===== src/rtl/peak_event_buf.sv =====
// peak_event_buf
//   Reassembles a byte stream (high byte first) into 16-bit words of
//   {channel, sample}, keeps a per-channel exponential average and a
//   per-channel peak detector with hysteresis, and queues completed peaks
//   in a show-ahead event FIFO.
//
//   Ports
//     clk, rst_n        clock, asynchronous active-low reset
//     byte_in/valid     serial byte stream; byte_first forces a high byte
//     threshold, hyst   peak threshold and hysteresis, sampled per word
//     sample_*          one-cycle strobe plus held channel/value/average
//     evt_*             FIFO head (show-ahead), pop handshake, occupancy
//     drop_cnt          events lost to a full FIFO (saturating)
//     bad_ch_cnt        words addressed to an unserviced channel (saturating)
//
//   Peak detector, one per channel
//     state    | meaning
//     ST_BELOW | waiting for a sample above threshold
//     ST_ABOVE | tracking the running maximum until a sample drops below
//              | threshold-hyst, which emits {channel, max}

module peak_event_buf #(
    parameter int DATA_W    = 10,
    parameter int NUM_CH    = 4,
    parameter int DEPTH     = 8,
    parameter int AVG_SHIFT = 3
) (
    input  logic                     clk,
    input  logic                     rst_n,
    input  logic [7:0]               byte_in,
    input  logic                     byte_valid,
    input  logic                     byte_first,
    input  logic [DATA_W-1:0]        threshold,
    input  logic [DATA_W-1:0]        hyst,
    output logic                     sample_valid,
    output logic [15-DATA_W:0]       sample_ch,
    output logic [DATA_W-1:0]        sample_data,
    output logic [DATA_W-1:0]        sample_avg,
    output logic                     evt_valid,
    input  logic                     evt_ready,
    output logic [15-DATA_W:0]       evt_ch,
    output logic [DATA_W-1:0]        evt_peak,
    output logic [$clog2(DEPTH):0]   evt_count,
    output logic [7:0]               drop_cnt,
    output logic [7:0]               bad_ch_cnt
);

    localparam int CH_W  = 16 - DATA_W;
    localparam int ACC_W = DATA_W + AVG_SHIFT;
    localparam int AW    = $clog2(DEPTH);

    typedef enum logic {
        ST_BELOW = 1'b0,
        ST_ABOVE = 1'b1
    } pk_state_t;

    // ------------------------------------------------------------------
    // Byte assembly
    // ------------------------------------------------------------------
    logic        phase_q;
    logic [7:0]  hi_q;
    logic        word_vld_q;
    logic [15:0] word_q;

    always_ff @(posedge clk or negedge rst_n) begin
        if (!rst_n) begin
            phase_q    <= 1'b0;
            hi_q       <= '0;
            word_vld_q <= 1'b0;
            word_q     <= '0;
        end else begin
            word_vld_q <= 1'b0;
            if (byte_valid) begin
                if (!phase_q || byte_first) begin
                    hi_q    <= byte_in;
                    phase_q <= 1'b1;
                end else begin
                    word_q     <= {hi_q, byte_in};
                    word_vld_q <= 1'b1;
                    phase_q    <= 1'b0;
                end
            end
        end
    end

    // ------------------------------------------------------------------
    // Word decode
    // ------------------------------------------------------------------
    logic [CH_W-1:0]   word_ch;
    logic [DATA_W-1:0] word_x;
    logic              ch_ok;
    logic              proc;
    logic              bad;
    logic [DATA_W-1:0] low_thr;

    assign word_ch = word_q[15:DATA_W];
    assign word_x  = word_q[DATA_W-1:0];
    // One extra bit so NUM_CH == 2^CH_W still compares correctly.
    assign ch_ok   = {1'b0, word_ch} < (CH_W+1)'(NUM_CH);
    assign proc    = word_vld_q && ch_ok;
    assign bad     = word_vld_q && !ch_ok;
    assign low_thr = (threshold > hyst) ? (threshold - hyst) : '0;

    // ------------------------------------------------------------------
    // Per-channel state
    // ------------------------------------------------------------------
    pk_state_t         st_q   [NUM_CH];
    logic [ACC_W-1:0]  acc_q  [NUM_CH];
    logic              seen_q [NUM_CH];
    logic [DATA_W-1:0] max_q  [NUM_CH];

    pk_state_t         sel_st;
    logic [ACC_W-1:0]  sel_acc;
    logic              sel_seen;
    logic [DATA_W-1:0] sel_max;

    always_comb begin
        sel_st   = ST_BELOW;
        sel_acc  = '0;
        sel_seen = 1'b0;
        sel_max  = '0;
        for (int c = 0; c < NUM_CH; c++) begin
            if (word_ch == CH_W'(c)) begin
                sel_st   = st_q[c];
                sel_acc  = acc_q[c];
                sel_seen = seen_q[c];
                sel_max  = max_q[c];
            end
        end
    end

    // Exponential average: both operands widened by one bit so the
    // difference is signed and the arithmetic shift floors.
    logic [ACC_W-1:0]    x_sh;
    logic signed [ACC_W:0] acc_diff;
    logic signed [ACC_W:0] acc_step;
    logic signed [ACC_W:0] acc_sum;
    logic [ACC_W-1:0]    acc_new;

    always_comb begin
        x_sh     = {word_x, {AVG_SHIFT{1'b0}}};
        acc_diff = $signed({1'b0, x_sh}) - $signed({1'b0, sel_acc});
        acc_step = acc_diff >>> AVG_SHIFT;
        acc_sum  = $signed({1'b0, sel_acc}) + acc_step;
        acc_new  = sel_seen ? acc_sum[ACC_W-1:0] : x_sh;
    end

    // Peak detector next state
    pk_state_t         nxt_st;
    logic [DATA_W-1:0] nxt_max;
    logic              push;

    always_comb begin
        nxt_st  = sel_st;
        nxt_max = sel_max;
        push    = 1'b0;
        case (sel_st)
            ST_BELOW: begin
                if (word_x > threshold) begin
                    nxt_st  = ST_ABOVE;
                    nxt_max = word_x;
                end
            end
            ST_ABOVE: begin
                if (word_x < low_thr) begin
                    nxt_st = ST_BELOW;
                    push   = proc;
                end else if (word_x > sel_max) begin
                    nxt_max = word_x;
                end
            end
            default: nxt_st = ST_BELOW;
        endcase
    end

    always_ff @(posedge clk or negedge rst_n) begin
        if (!rst_n) begin
            for (int c = 0; c < NUM_CH; c++) begin
                st_q[c]   <= ST_BELOW;
                acc_q[c]  <= '0;
                seen_q[c] <= 1'b0;
                max_q[c]  <= '0;
            end
        end else if (proc) begin
            for (int c = 0; c < NUM_CH; c++) begin
                if (word_ch == CH_W'(c)) begin
                    st_q[c]   <= nxt_st;
                    acc_q[c]  <= acc_new;
                    seen_q[c] <= 1'b1;
                    max_q[c]  <= nxt_max;
                end
            end
        end
    end

    // ------------------------------------------------------------------
    // Sample outputs and bad-channel counter
    // ------------------------------------------------------------------
    always_ff @(posedge clk or negedge rst_n) begin
        if (!rst_n) begin
            sample_valid <= 1'b0;
            sample_ch    <= '0;
            sample_data  <= '0;
            sample_avg   <= '0;
            bad_ch_cnt   <= '0;
        end else begin
            sample_valid <= proc;
            if (proc) begin
                sample_ch   <= word_ch;
                sample_data <= word_x;
                sample_avg  <= acc_new[ACC_W-1:AVG_SHIFT];
            end
            if (bad && bad_ch_cnt != 8'hFF) begin
                bad_ch_cnt <= bad_ch_cnt + 8'd1;
            end
        end
    end

    // ------------------------------------------------------------------
    // Event FIFO (show-ahead)
    // ------------------------------------------------------------------
    logic [15:0]   mem [DEPTH];
    logic [AW-1:0] wr_ptr;
    logic [AW-1:0] rd_ptr;
    logic          full;
    logic          pop;
    logic          push_ok;
    logic          drop;

    assign evt_valid = (evt_count != '0);
    assign full      = (evt_count == (AW+1)'(DEPTH));
    assign pop       = evt_valid && evt_ready;
    // When full, a simultaneous pop frees the head slot, which is exactly
    // where wr_ptr points, so the write lands as the new tail.
    assign push_ok   = push && (!full || pop);
    assign drop      = push && full && !pop;

    always_ff @(posedge clk) begin
        if (push_ok) begin
            mem[wr_ptr] <= {word_ch, sel_max};
        end
    end

    always_ff @(posedge clk or negedge rst_n) begin
        if (!rst_n) begin
            wr_ptr    <= '0;
            rd_ptr    <= '0;
            evt_count <= '0;
            drop_cnt  <= '0;
        end else begin
            if (push_ok) begin
                wr_ptr <= wr_ptr + AW'(1);
            end
            if (pop) begin
                rd_ptr <= rd_ptr + AW'(1);
            end
            if (push_ok && !pop) begin
                evt_count <= evt_count + (AW+1)'(1);
            end else if (!push_ok && pop) begin
                evt_count <= evt_count - (AW+1)'(1);
            end
            if (drop && drop_cnt != 8'hFF) begin
                drop_cnt <= drop_cnt + 8'd1;
            end
        end
    end

    // Head is forced to zero when empty so outputs read 0 out of reset.
    assign evt_ch   = evt_valid ? mem[rd_ptr][15:DATA_W]  : '0;
    assign evt_peak = evt_valid ? mem[rd_ptr][DATA_W-1:0] : '0;

endmodule


===== config.mk =====
export PLATFORM = sky130hd
export DESIGN_NAME = peak_event_buf
export DESIGN_NICKNAME = d
export VERILOG_FILES = /design/src/rtl/peak_event_buf.sv
export SDC_FILE = /design/constraint.sdc
export NUM_CORES = 1
export LEC_CHECK = 0
export ABC_AREA = 1
export CORE_MARGIN = 3
export CORE_UTILIZATION = 30
export CTS_BUF_LIST = sky130_fd_sc_hd__clkbuf_8
export DETAILED_ROUTE_END_ITERATION = 8
export SKIP_LAST_GASP = 1
export SLEW_MARGIN = 20
export SYNTH_ARGS = -nofsm -noshare
export SYNTH_HDL_FRONTEND = slang
export SYNTH_SLANG_ARGS = --single-unit

===== constraint.sdc =====
create_clock -name clk -period 5.15 [get_ports clk]
set_input_delay 1.03 -clock clk [delete_from_list [all_inputs] [get_ports clk]]
set_output_delay 1.03 -clock clk [all_outputs]
set_load 0.01 [all_outputs]

==> results of run 1 <==
-- layout make-up --
type                    instances  share of cell area [%]
flip-flops and latches        307                    43.7
well taps                     672                    4.41
inverters                     146                    2.90
repair buffers                169                    8.53
clock buffers                  67                    4.84
clock inverters                37                    1.84
multi-input cells            1237                    33.8
-- cell usage in the layout, fill, tap and decap left out, types with 6 or more instances in the layout --
cell type / count
sky130_fd_sc_hd__nand3_1: 82
sky130_fd_sc_hd__inv_1: 142
sky130_fd_sc_hd__buf_4: 64
sky130_fd_sc_hd__a21oi_1: 52
sky130_fd_sc_hd__clkbuf_8: 68
sky130_fd_sc_hd__a31oi_1: 21
sky130_fd_sc_hd__bufinv_16: 6
sky130_fd_sc_hd__o21ai_0: 159
sky130_fd_sc_hd__o21ai_2: 6
sky130_fd_sc_hd__clkinv_2: 9
sky130_fd_sc_hd__xor2_1: 25
sky130_fd_sc_hd__a21o_1: 8
sky130_fd_sc_hd__xnor2_1: 8
sky130_fd_sc_hd__nor2_1: 143
sky130_fd_sc_hd__nand4_1: 16
sky130_fd_sc_hd__buf_12: 9
sky130_fd_sc_hd__clkdlybuf4s50_1: 95
sky130_fd_sc_hd__ha_1: 68
sky130_fd_sc_hd__dfrtp_1: 178
sky130_fd_sc_hd__or2_2: 7
sky130_fd_sc_hd__nand2_2: 14
sky130_fd_sc_hd__edfxtp_1: 128
sky130_fd_sc_hd__o21ai_1: 31
sky130_fd_sc_hd__o22ai_1: 18
sky130_fd_sc_hd__nand2_1: 510
sky130_fd_sc_hd__o211ai_1: 12
sky130_fd_sc_hd__inv_2: 13
sky130_fd_sc_hd__nor2_4: 7
-- power by group --
part           internal [mW]  switching (mW)
registers               3.10           0.395
clock network           1.50            1.08
logic                   1.49            2.31
total                   6.08            3.78
-- state kept, by name, indices dropped and copies added, names as in the netlist --
register	cells
mem	128
acc_q	52
max_q	40
word_q	16
sample_avg	10
sample_data	10
bad_ch_cnt	8
drop_cnt	8
hi_q	8
sample_ch	6
evt_count	4
seen_q	4
st_q	4
rd_ptr	3
wr_ptr	3
phase_q	1
sample_valid	1
word_vld_q	1
-- through the flow --
step | util [%] | setup TNS (ns) | setup slack, ns | cell area [um^2]
3_5_place_dp | 34.9 | -4.40 | -0.356 | 17700
5_1_grt | 37.5 | 0 | 0.0132 | 19000
4_1_cts | 37.4 | 0 | 0.256 | 19000
2_1_floorplan | - | 0 | 0.441 | 15600
6_report | 37.5 | 0 | 0.277 | 19000
3_3_place_gp | 34.9 | -0.321 | -0.260 | 17700
-- worst max-delay path by stage --
stage                                 from                        end  slack (ns)  depth (start not counted)
floorplan                          hyst[2]   evt_count[3]$_DFFE_PN0P_        0.44                         26
CTS                 word_q[12]$_DFFE_PN0P_  sample_avg[7]$_DFFE_PN0P_        0.26                         25
global placement                   hyst[2]   evt_count[3]$_DFFE_PN0P_       -0.26                         28
global route        word_q[15]$_DFFE_PN0P_      acc_q[37]$_DFFE_PN0P_        0.01                         32
finish              word_q[15]$_DFFE_PN0P_  sample_avg[7]$_DFFE_PN0P_        0.28                         26
detailed placement                 hyst[2]   evt_count[3]$_DFFE_PN0P_       -0.36                         28
-- what timing repair did --
| item | in CTS | in global routing |
|---|---|---|
| resized for setup | 0 | 4 |
| setup endpoints to repair | 0 | 12 |
| buffers inserted | 0 | 4 |
-- worst max-delay path, delay by kind of cell (launching register included) --
family	cells	cell delay [ns]
and+or+nand+nor	16	2.32
xor gates and xnor gates	1	0.16
buffers and inverters	3	0.32
AOI/OAI and AO/OA	4	0.64
adders and majority gates	2	0.75
DFF	1	0.52
-- per-layer routing --
| layer | share of wire [%] | up-vias | GRT usage, % |
|---|---|---|---|
| li1 | - | 6197 | - |
| met1 | 45 | 5975 | 21.3 |
| met2 | 46 | 350 | 25.2 |
| met3 | 5.9 | 76 | 2.79 |
| met4 | 2.8 | 0 | 5.43 |
| met5 | 0 | - | 0 |
-- logic make-up (layout without fill, tap and decap cells) --
kind of cell | Yosys count | after routing | synth area share [%]
AO/OA/AOI/OAI | 330 | 330 | 11.9
XOR/XNOR | 33 | 33 | 1.85
adder cells (fa/ha/maj) | 71 | 71 | 5.84
buffers and inverters | 208 | 419 | 5.43
flip-flops | 307 | 307 | 53.4
multiplexers | 1 | 1 | 0.0722
AND/OR/NAND/NOR | 802 | 802 | 21.5
==> flow_summary.toml, run 1 <==
[outcome]
status = "completed"

[yosys]
seq_area_frac_synth_pct = 53.4
number_of_flip_flops_and_latches_in_the_synthesized_netlist = 307
synth_cell_types = 53
yosysTopAreaCellShare_pct = 28.7
synth_enable_flop_cells = 128
synth_nets = 1856
fraction_of_registers_with_async_set_reset_pct = 58.3
yosys.cell_count.top_type = "sky130_fd_sc_hd__nand2_1"
synth_common_cells = "sky130_fd_sc_hd__nand2_1 (510), sky130_fd_sc_hd__dfrtp_1 (179), sky130_fd_sc_hd__o21ai_0 (160)"
syn-instance-count = 1752
synth.top_cells.by_area = "sky130_fd_sc_hd__dfrtp_1 (29%), sky130_fd_sc_hd__edfxtp_1 (25%), sky130_fd_sc_hd__nand2_1 (12%)"
yosys.area.top_type = "sky130_fd_sc_hd__dfrtp_1"
number_of_synthesis_warnings = 0
post_synth_instance_area_um2 = 15600
syn_area_per_cell_um2 = 8.90
synth_flop_cell = "sky130_fd_sc_hd__dfrtp_1"

[detailed_routing]
drc = 0
dr.pass1.iters = 6
routed_wl_mm = 42.3
detail-route-antenna-nets = 0
vias_per_cell = 4.78
routed_wire_length_per_instance_um = 16.0
drt_iter0_drc = 873
routed-via-count = 12598

[layout]
synthToLayoutAreaGrowth_pct = 22.2
layout.cells.non_filler = 2635
antenna_cells_inserted = 0
drive_above_1_share_pct = 12.1
multi_input_comb_area_um2 = 6430
final-seq-area_um2 = 8320
fillCellCount = 5117
nNetsFinal = 2020

[pwr]
power.density_cell_area_nw_per_um2 = 518
vdd.ir_drop.worst_uv = 253
power.leakage_nw = 8.51
post-layout-total-power_mw = 9.86

[worst_setup_path]
crit-reg2reg-capture = "sample_avg[7]$_DFFE_PN0P_"
nature_of_the_critical_path_endpoint = "register"
critical_path.slowest_cell = "sky130_fd_sc_hd__dfrtp_1"
slowest_delay_ns = 0.52
worstSetupStartpointType = "register"
timing.critical_path.fanout_max = 10
r2r_start = "word_q[15]$_DFFE_PN0P_"
ff2ff_setup_slack_ns = 0.28
critical_path.most_common_cell = "sky130_fd_sc_hd__nand2_1"
cell_depth_of_the_worst_flop_to_flop_path = 26
crit_required_ns = 5.65
critPathKind = "reg -> reg"
crit_arrival_ns = 5.37

[timing]
rsz0062_at_grt = "no"
report.final.setup_viol = 0
hold_viol = 0
max_slew_margin_pct = 35.3
worst_clock_skew_ns = 0.0379
worst_slack_on_hold_paths_ns = 0.455
period_minus_slack_ns = 4.87
transition_time_at_the_pin_with_the_least_slew_margin_ns = 0.971
final_min_period_over_clock_period_pct = 94.6
fmax_mhz = 205
number_of_slew_limit_violations_in_the_final_report = 0

[global_route]
first_pass_grt_wire_length_mm = 68.1
initial_antenna_violation_count = 0
largest_net_degree_at_the_start_of_global_routing = 109
global_route.overflow_total = 0
grt_util_all_layers_pct = 15.7
vias_in_the_first_global_route = 12575

[floorplanning]
fp.dieArea_um2 = 54700
dieWidth_um = 234
die_height_um = 234
placeableCoreArea_um2 = 50800
floorplan.initialDensity_pct = 30.7
io_pins = 97
core.rowCount = 82

[clocking]
clkLatencyLatePin_ns = 0.64
h_tree_depth = 2
clock_tree.buffer_depth = 3
clkSinkCount = 307
clk_pin_slew_ns = 0.06
clock-root-buffer = "sky130_fd_sc_hd__clkbuf_8"
numCtsBuffers = 55
clock_tree_from_tritoncts = "built"
cts.hold.buffers_added = 0

[placement]
detailed_place_hpwl_mm = 28.5
dp_cells = 2527
final_wtd_congestion = 0.896
port_buffers = 96

[worst_hold_path]
holdCritPathClass = "reg -> reg"
min_path_cells = 2
min_to = "seen_q[3]$_DFFE_PN0P_"
timing.hold.worst.start = "seen_q[3]$_DFFE_PN0P_"

[run]
cap_violations = 0
Note: power is estimated with default switching activity, not from simulation.
==> run 2, diff against run 1 <==
clock period = 4.71 ns   (was 5.15 ns; I/O delays follow)
==> flow_summary.toml, run 2 (same netlist as run 1, synthesis figures left out) <==
[timing]
finalSetupTns_ns = 0
period_minus_slack_ns = 4.55
transition_time_at_the_pin_with_the_least_slew_margin_ns = 0.976
rsz0062_at_grt = "yes"
number_of_slew_limit_violations_in_the_final_report = 0
report.final.setup_viol = 0
worst_clock_skew_ns = 0.0330
final_min_period_over_clock_period_pct = 96.5
worst_slack_on_hold_paths_ns = 0.423
fmax_mhz = 220
max_slew_margin_pct = 34.8
hold_viol = 0

[pwr]
power.leakage_nw = 8.73
power.density_cell_area_nw_per_um2 = 555
vdd.ir_drop.worst_uv = 276

[worst_setup_path]
r2r_start = "word_q[12]$_DFFE_PN0P_"
crit_required_ns = 5.20
cell_depth_of_the_worst_flop_to_flop_path = 27
critPathKind = "in -> reg"
setup.worst_path.start = "hyst[1]"
ff2ff_setup_slack_ns = 0.29
crit-reg2reg-capture = "sample_avg[8]$_DFFE_PN0P_"
nature_of_the_critical_path_endpoint = "register"
timing.critical_path.fanout_max = 3
crit_arrival_ns = 5.04
worstSetupStartpointType = "input pin"

[floorplanning]
dieWidth_um = 234
core.rowCount = 82
io_pins = 97
placeableCoreArea_um2 = 50800
floorplan.initialDensity_pct = 30.7
fp.dieArea_um2 = 54700
die_height_um = 234

[layout]
nNetsFinal = 2064
most_common_library_cell_in_the_layout_ignoring_fill_and_taps = "sky130_fd_sc_hd__nand2_1"
mostFrequentLayoutCells = "sky130_fd_sc_hd__nand2_1 (509), sky130_fd_sc_hd__dfrtp_1 (177), sky130_fd_sc_hd__o21ai_0 (156)"
drive_above_1_share_pct = 15.1
reg_top3 = "mem (128), acc_q (52), max_q (40)"
synthToLayoutAreaGrowth_pct = 24.6
finalCoreUtilization_pct = 38.2
layout.cell_area.non_filler_um2 = 19400
registers.top_by_ff_count = "mem"
antenna_cells_inserted = 0
max_ffs_per_register = 128

[placement]
detailed_place_hpwl_mm = 28.7
port_buffers = 96
placed_cell_area_um2 = 18100
final_wtd_congestion = 0.902

[detailed_routing]
vias_per_cell = 4.79
drc = 0
routed-via-count = 12831
routed_wl_mm = 42.8
detail-route-antenna-nets = 0
routed_wire_length_per_instance_um = 16.0
drt_iter0_drc = 987
dr.pass1.iters = 5

[clocking]
clk_pin_slew_ns = 0.07
clock_tree.buffer_depth = 3
h_tree_depth = 2
clock_tree_from_tritoncts = "built"
cts.hold.buffers_added = 0
clkLatencyLatePin_ns = 0.64
numCtsBuffers = 53
clkSinkCount = 307
clock-root-buffer = "sky130_fd_sc_hd__clkbuf_8"

[global_route]
first_pass_grt_wire_length_mm = 68.4
initial_antenna_violation_count = 0
global_route.overflow_total = 0
largest_net_degree_at_the_start_of_global_routing = 99
vias_in_the_first_global_route = 12632
grt_util_all_layers_pct = 15.7

[run]
cap_violations = 0

[outcome]
status = "completed"

[worst_hold_path]
holdCritPathClass = "in -> async"
run 2: cell count changes in the layout (fill, tap and decap cells not counted), sizes merged:
cell / before / now
bufinv: 6 / 3
clkdlybuf4s50: 95 / 94
clkbuf: 68 / 66
dlymetal6s2s: 0 / 1
clkinv: 16 / 11
buf: 73 / 119
inv: 159 / 165
run 2: worst max-delay path: stages:
cell	delay, ns
sky130_fd_sc_hd__clkdlybuf4s50_1	0.47
sky130_fd_sc_hd__inv_1	0.06
sky130_fd_sc_hd__ha_1	0.28
sky130_fd_sc_hd__inv_1	0.09
sky130_fd_sc_hd__nor3_4	0.22
sky130_fd_sc_hd__a21oi_2	0.09
sky130_fd_sc_hd__nor2_2	0.14
sky130_fd_sc_hd__nor2_1	0.05
sky130_fd_sc_hd__inv_1	0.07
sky130_fd_sc_hd__a21oi_2	0.05
sky130_fd_sc_hd__xor2_1	0.13
sky130_fd_sc_hd__or2_2	0.29
sky130_fd_sc_hd__ha_4	0.22
sky130_fd_sc_hd__a21oi_2	0.11
sky130_fd_sc_hd__o21ai_0	0.09
sky130_fd_sc_hd__nor2_1	0.09
sky130_fd_sc_hd__buf_4	0.13
sky130_fd_sc_hd__nand4_4	0.17
sky130_fd_sc_hd__nor2_4	0.21
sky130_fd_sc_hd__ha_4	0.15
sky130_fd_sc_hd__inv_1	0.06
sky130_fd_sc_hd__ha_1	0.27
sky130_fd_sc_hd__a21o_1	0.19
sky130_fd_sc_hd__a21oi_2	0.15
sky130_fd_sc_hd__nand2_1	0.06
sky130_fd_sc_hd__nand2_1	0.06
sky130_fd_sc_hd__nor2_1	0.05
sky130_fd_sc_hd__xor2_1	0.13
run 2: per-layer routing:
layer / vias up / global-route usage [%] / share of wire [%]
met5: - / 0 / 0
met4: 0 / 5.22 / 2.7
met3: 71 / 2.61 / 5.4
met2: 336 / 25.2 / 46
met1: 6145 / 21.6 / 46
li1: 6279 / - / -
run 2: how the worst max path moves through the flow:
stage          slack (ns)                  endpoint  depth (start not counted)
5_1_grt             -0.13  evt_count[3]$_DFFE_PN0P_                         28
3_3_place_gp        -0.66  evt_count[3]$_DFFE_PN0P_                         28
2_1_floorplan        0.09  evt_count[3]$_DFFE_PN0P_                         26
4_1_cts             0.007  evt_count[3]$_DFFE_PN0P_                         28
6_report             0.16  evt_count[3]$_DFFE_PN0P_                         28
3_5_place_dp        -0.72  evt_count[3]$_DFFE_PN0P_                         28
run 2: metrics by stage:
stage | power [mW] | worst slack [ns] | std cells
after floorplan | 6.39 | 0.0887 | 1752
final | 10.8 | 0.163 | 2677
after global routing | 11.6 | -0.126 | 2677
after detailed placement | 8.18 | -0.719 | 2573
after global placement | 8.08 | -0.661 | 2573
after CTS | 10.8 | 0.00742 | 2674
run 2: area by class of cell:
cell class	instances	area, um^2
fillers	5019	31400
flip-flops and latches	307	8330
multi-input cells	1237	6560
repair buffers	215	1990
clock buffers	65	895
well taps	672	841
inverters	146	553
clock inverters	35	254
run 2: report_power, final:
group | internal (mW) | switching, mW | total [mW]
Combinational | 1.80 | 2.70 | 4.50
Clock | 1.43 | 1.14 | 2.56
Sequential | 3.39 | 0.328 | 3.72
run 2: repair_timing:
action                                  CTS  global route
buffers inserted                          1             3
pin swaps                                 2             9
resized for setup                         1            33
endpoints found under the setup margin    1           151
